--- config.mk ---
export PLATFORM = sky130hd
export DESIGN_NAME = rr_reg_arbiter
export DESIGN_NICKNAME = d
export VERILOG_FILES = /design/src/rtl/rr_reg_arbiter.sv
export SDC_FILE = /design/constraint.sdc
export NUM_CORES = 1
export LEC_CHECK = 0
export CORE_ASPECT_RATIO = 1.4
export CORE_MARGIN = 3
export CORE_UTILIZATION = 35
export CTS_CLUSTER_SIZE = 40
export DETAILED_ROUTE_END_ITERATION = 8
export PLACE_DENSITY = 0.76
export SLEW_MARGIN = 25
export SYNTH_ARGS = -nofsm -noshare
export SYNTH_HDL_FRONTEND = slang
export SYNTH_SLANG_ARGS = --single-unit
--- constraint.sdc ---
create_clock -name clk -period 3 [get_ports clk]
set_clock_uncertainty 0.15 [all_clocks]
set_input_delay 0.75 -clock clk [delete_from_list [all_inputs] [get_ports clk]]
set_output_delay 0.75 -clock clk [all_outputs]
set_load 0.05 [all_outputs]
--- src/rtl/rr_reg_arbiter.sv ---
// rr_reg_arbiter: one shared WIDTH-bit register written by NREQ requesters.
// A round-robin arbiter picks one writer per cycle. A writer may lock the
// register and keep ownership for a multi-cycle burst.
module rr_reg_arbiter #(
    parameter int unsigned WIDTH = 32,
    parameter int unsigned NREQ  = 4,
    parameter int unsigned IDW   = $clog2(NREQ)
) (
    input  logic                  clk,
    input  logic                  reset,
    input  logic [NREQ-1:0]       req,
    input  logic [NREQ-1:0]       lock,
    input  logic [NREQ*WIDTH-1:0] data,
    output logic [NREQ-1:0]       grant,
    output logic [WIDTH-1:0]      out,
    output logic                  out_valid,
    output logic [IDW-1:0]        out_id,
    output logic                  locked
);

    typedef enum logic [0:0] {StIdle, StLocked} state_e;

    state_e             state_q;
    logic [IDW-1:0]     ptr_q;
    logic [IDW-1:0]     owner_q;
    logic [WIDTH-1:0]   out_q;
    logic               out_valid_q;
    logic [IDW-1:0]     out_id_q;
    logic               locked_q;

    logic [IDW:0]       cand;
    logic               found;
    logic [IDW-1:0]     win_idx;
    logic               write_en;
    logic [WIDTH-1:0]   sel_data;

    // Wraps at NREQ rather than 2^IDW so non-power-of-two counts rotate correctly.
    function automatic logic [IDW-1:0] next_idx(input logic [IDW-1:0] i);
        return (i == IDW'(NREQ - 1)) ? '0 : i + IDW'(1);
    endfunction

    // Pick this cycle's winner: the lock owner, or the first requester from ptr onward.
    always_comb begin
        grant   = '0;
        win_idx = '0;
        found   = 1'b0;
        cand    = '0;
        if (!reset) begin
            if (state_q == StLocked) begin
                win_idx = owner_q;
                found   = req[owner_q];
            end else begin
                for (int k = 0; k < NREQ; k++) begin
                    cand = {1'b0, ptr_q} + (IDW+1)'(k);
                    if (cand >= (IDW+1)'(NREQ)) begin
                        cand = cand - (IDW+1)'(NREQ);
                    end
                    if (!found && req[cand[IDW-1:0]]) begin
                        found   = 1'b1;
                        win_idx = cand[IDW-1:0];
                    end
                end
            end
            if (found) begin
                grant[win_idx] = 1'b1;
            end
        end
    end

    assign write_en = |grant;

    // Write mux: grant is one-hot, so at most one slice is selected.
    always_comb begin
        sel_data = '0;
        for (int i = 0; i < NREQ; i++) begin
            if (grant[i]) begin
                sel_data = data[i*WIDTH +: WIDTH];
            end
        end
    end

    // Register capture plus the IDLE/LOCKED ownership FSM.
    always_ff @(posedge clk) begin
        if (reset) begin
            state_q     <= StIdle;
            ptr_q       <= '0;
            owner_q     <= '0;
            out_q       <= '0;
            out_valid_q <= 1'b0;
            out_id_q    <= '0;
            locked_q    <= 1'b0;
        end else begin
            if (write_en) begin
                out_q       <= sel_data;
                out_id_q    <= win_idx;
                out_valid_q <= 1'b1;
            end
            case (state_q)
                StIdle: begin
                    if (write_en) begin
                        if (lock[win_idx]) begin
                            state_q  <= StLocked;
                            locked_q <= 1'b1;
                            owner_q  <= win_idx;
                        end else begin
                            ptr_q <= next_idx(win_idx);
                        end
                    end
                end
                StLocked: begin
                    // Leave on an unlocked final write or when the owner stops requesting.
                    if (!(req[owner_q] && lock[owner_q])) begin
                        state_q  <= StIdle;
                        locked_q <= 1'b0;
                        ptr_q    <= next_idx(owner_q);
                    end
                end
                default: begin
                    state_q  <= StIdle;
                    locked_q <= 1'b0;
                end
            endcase
        end
    end

    assign out       = out_q;
    assign out_valid = out_valid_q;
    assign out_id    = out_id_q;
    assign locked    = locked_q;

endmodule

==> results.sh <==
export IMPL_tightest_hold_check_type="flop to flop"
export IMPL_synthesized_flop_and_latch_total=41
export IMPL_count_of_flip_flops_with_a_built_in_enable_after_synthesis=0
export IMPL_critical_path_max_stage_delay_ns=0.42
export IMPL_synth_area_um2=2948
export IMPL_final_setup_viol_count=4
export IMPL_synth_yosys_seq_area_share=0.2784
export IMPL_final_setup_worst_slack_ns=-0.02553
export IMPL_cts_sinks=41
export IMPL_power_switching_mw=2.791
export IMPL_final_max_slew_violation_count=0
export IMPL_post_synth_cell_area_avg_um2=7.225
export IMPL_grt_overflow=0
export IMPL_timing_max_cap_violations=0
export IMPL_synth_distinct_cells=43
export IMPL_worst_path_max_delay_cell="sky130_fd_sc_hd__or3b_4"
export IMPL_timing_critical_path_from_type="input port"
export IMPL_firstDrtPassIters=4
export IMPL_number_of_nets_in_the_synthesized_netlist=546
export IMPL_grt_pass1_wl_mm=19.53
export IMPL_first_global_vias=3898
export IMPL_post_dr_vias_cell=5.511
export IMPL_cp_max_fo=3
export IMPL_wl_mm=12.48
export IMPL_path_clk_slew_ns=0.06
export IMPL_run_status="finished, violations left"
export IMPL_synth_yosys_warnings=0
export IMPL_core_area_um2=8198
export IMPL_multi_input_comb_area_um2=2051
export IMPL_p_clk_frac=0.102
export IMPL_die_area_um2=9575
export IMPL_numCtsBuffers=5
export IMPL_failed_checks="setup timing"
export IMPL_worst_ep_required_time_ns=2.10
export IMPL_grt_start_max_net_pins=34
export IMPL_internal_power_mw=2.897
export IMPL_place_congestion=1.008
export IMPL_die_w_um=83.56
export IMPL_hold_violations=0
export IMPL_htreeDepth=2
export IMPL_start_util=0.3596
export IMPL_ir_drop_v=0.0006904
export IMPL_max_slew_worst_pin_slew_ns=0.6190
export IMPL_crit_path_cell_trace="buf_8 > nor2b_4 > or3b_4 > buf_6 > a31oi_4 > buf_6 > nor4_4 > buf_12"
export IMPL_total_power_divided_by_cell_area_nw_per_um2=1051
export IMPL_critical_path_most_common_cell="sky130_fd_sc_hd__buf_6"
export IMPL_groute_usage_overall=0.2522
export IMPL_relSlewSlack=0.5873
export IMPL_port_buffer_count=177
export IMPL_sequentialPowerShare=0.162
export IMPL_final_net_count=740
export IMPL_design_portCount=178
export IMPL_total_inserted_antenna_cells=0
export IMPL_achievable_frequency_mhz=330.5
export IMPL_hpwlAfterDp_mm=9.166
export IMPL_area_growth_pct=83.66
export IMPL_post_place_cells=692
export IMPL_clock_root_buffer="sky130_fd_sc_hd__clkbuf_16"
export IMPL_comb_power_share=0.736
export IMPL_final_period_utilization=1.009
export IMPL_path_class="input port to output pin"
export IMPL_reg2reg_setup_slack_ns=0.36
export IMPL_antenna_found_initial=0
export IMPL_fp_dieH_um=114.6
export IMPL_final_layout_fill_cell_count=726
export IMPL_p_leak_nw=2.261
export IMPL_synthCells=408
export IMPL_crit_path_end_kind="output pin"
export IMPL_seqCellArea_um2=820.8
export IMPL_clk_insertion_delay_late_ns=0.29
export IMPL_timing_critical_path_arrival_ns=2.13
export IMPL_detailroute_via_count=3885
export IMPL_async_reset_ff_frac=0
export IMPL_p_sw_frac=0.4907
export IMPL_antenna_violating_nets_post_route=0
export IMPL_number_of_buffers_between_clock_root_and_the_deepest_sink=2
export IMPL_rsz0062_at_grt="true"
export IMPL_post_drt_wl_per_cell_um=17.70
export IMPL_fin_util=0.6604
export IMPL_cts_tree="done"
export IMPL_synth_top_flop_cell="sky130_fd_sc_hd__dfxtp_1"
export IMPL_final_instance_count_excl_fill=705
export IMPL_fin_crit_ns=3.026
export IMPL_drt_first_iter_violations=268
export IMPL_share_of_final_layout_standard_cells_stronger_than_drive_strength_1=0.1509
export IMPL_placement_rows=39
export IMPL_route_detailed_drc=0
==> timing repair <==
action,in CTS,in global routing
setup endpoints to repair,41,4
hold buffers,0,0
setup buffers,3,2
pin swaps,8,6
gates resized for setup,30,5
==> sequential cells by signal, summed over array words and instances, names as in the netlist <==
name       cells
locked         1
out           32
out_id         2
out_valid      1
owner_q        2
ptr_q          2
state_q        1
==> worst paths after layout <==
kind              startpoint  endpoint  cells past startpoint
hold reg to reg       locked    locked                      2
setup reg to reg    ptr_q[0]   out[18]                      9
hold / removal        locked    locked                      2
setup / recovery      req[2]  grant[0]                      8
==> cell families after synthesis <==
group           synth area share
simple gates              0.2347
compound gates            0.3693
mux                      0.04457
flops                     0.2784
buf+inv                  0.06706
xor+xnor                0.005943
==> cell type report <==
cell class,instances,area share
multi-input cells,325,0.3788
clock buffers,7,0.02819
repair buffers,224,0.4135
inverters,5,0.003467
flip-flops and latches,41,0.1516
well taps,102,0.02357
clock inverters,1,0.0009244
==> power by group through the flow <==
stage | sequential (mW) | combinational, mW | clock, mW
2_1_floorplan | 1.66 | 1.95 | 0
3_3_place_gp | 0.921 | 4.03 | 0
3_5_place_dp | 0.934 | 4.08 | 0
4_1_cts | 0.923 | 4.15 | 0.598
5_1_grt | 0.954 | 4.49 | 0.616
6_report | 0.923 | 4.18 | 0.580
==> placed cells by master, fill, tap and decap left out, types with 2 or more instances in the layout <==
| master | count |
|---|---|
| sky130_fd_sc_hd__or2_2 | 3 |
| sky130_fd_sc_hd__a311o_1 | 29 |
| sky130_fd_sc_hd__clkdlybuf4s50_1 | 168 |
| sky130_fd_sc_hd__buf_4 | 37 |
| sky130_fd_sc_hd__mux2i_1 | 3 |
| sky130_fd_sc_hd__nand2_1 | 101 |
| sky130_fd_sc_hd__a211oi_1 | 5 |
| sky130_fd_sc_hd__buf_8 | 2 |
| sky130_fd_sc_hd__nand3_1 | 4 |
| sky130_fd_sc_hd__nor2b_1 | 3 |
| sky130_fd_sc_hd__mux2_2 | 4 |
| sky130_fd_sc_hd__buf_6 | 7 |
| sky130_fd_sc_hd__a221oi_1 | 3 |
| sky130_fd_sc_hd__a21oi_2 | 2 |
| sky130_fd_sc_hd__a31oi_1 | 30 |
| sky130_fd_sc_hd__nor2b_4 | 2 |
| sky130_fd_sc_hd__dfxtp_1 | 41 |
| sky130_fd_sc_hd__a21o_1 | 30 |
| sky130_fd_sc_hd__buf_2 | 2 |
| sky130_fd_sc_hd__nor2_1 | 42 |
| sky130_fd_sc_hd__clkbuf_16 | 5 |
| sky130_fd_sc_hd__o21ai_0 | 31 |
| sky130_fd_sc_hd__nor4_4 | 4 |
| sky130_fd_sc_hd__clkbuf_8 | 2 |
| sky130_fd_sc_hd__buf_12 | 8 |
| sky130_fd_sc_hd__xnor2_1 | 2 |
| sky130_fd_sc_hd__mux4_2 | 2 |
| sky130_fd_sc_hd__inv_1 | 5 |
| sky130_fd_sc_hd__a21oi_1 | 3 |
==> metal layers <==
layer  GRT usage  wire length [um]
met1      0.2708              4505
met2      0.4636              6659
met3     0.05472               772
met4      0.1245               537
met5           0                 0
==> metrics by stage <==
stage               setup WS (ns)   TNS, ns  hold slack [ns]  power, mW  cell area (um2)
floorplan                 -0.3128   -0.5788           0.3221      3.611             3059
global route             -0.06820   -0.2419           0.3419      6.055             5414
detailed placement        -0.5774    -20.43           0.3104      5.015             5162
CTS                      -0.03283  -0.09607           0.3177      5.673             5376
finish                   -0.02553  -0.05949           0.3116      5.688             5414
global placement          -0.5157    -18.90           0.3006      4.953             5162
==> Yosys cell counts (5+ instances only) <==
library cell               number  share of area
sky130_fd_sc_hd__nand2_1      101           0.13
sky130_fd_sc_hd__nor2_1        43          0.055
sky130_fd_sc_hd__dfxtp_1       41           0.28
sky130_fd_sc_hd__o21ai_0       32          0.054
sky130_fd_sc_hd__a21o_1        30          0.076
sky130_fd_sc_hd__a31oi_1       30          0.064
sky130_fd_sc_hd__a311o_1       29          0.098
sky130_fd_sc_hd__clkbuf_1      25          0.032
sky130_fd_sc_hd__a211oi_1       5          0.013
sky130_fd_sc_hd__a21oi_1        5         0.0085
sky130_fd_sc_hd__buf_2          5         0.0085
sky130_fd_sc_hd__inv_1          5         0.0064
sky130_fd_sc_hd__nor2b_1        5          0.011
==> worst max-delay path, delay by kind of cell <==
kind,cells,cell delay (ns)
simple gates,3,0.60
buf+inv,4,0.56
compound gates,1,0.22
(Power assumes the default switching activity.)
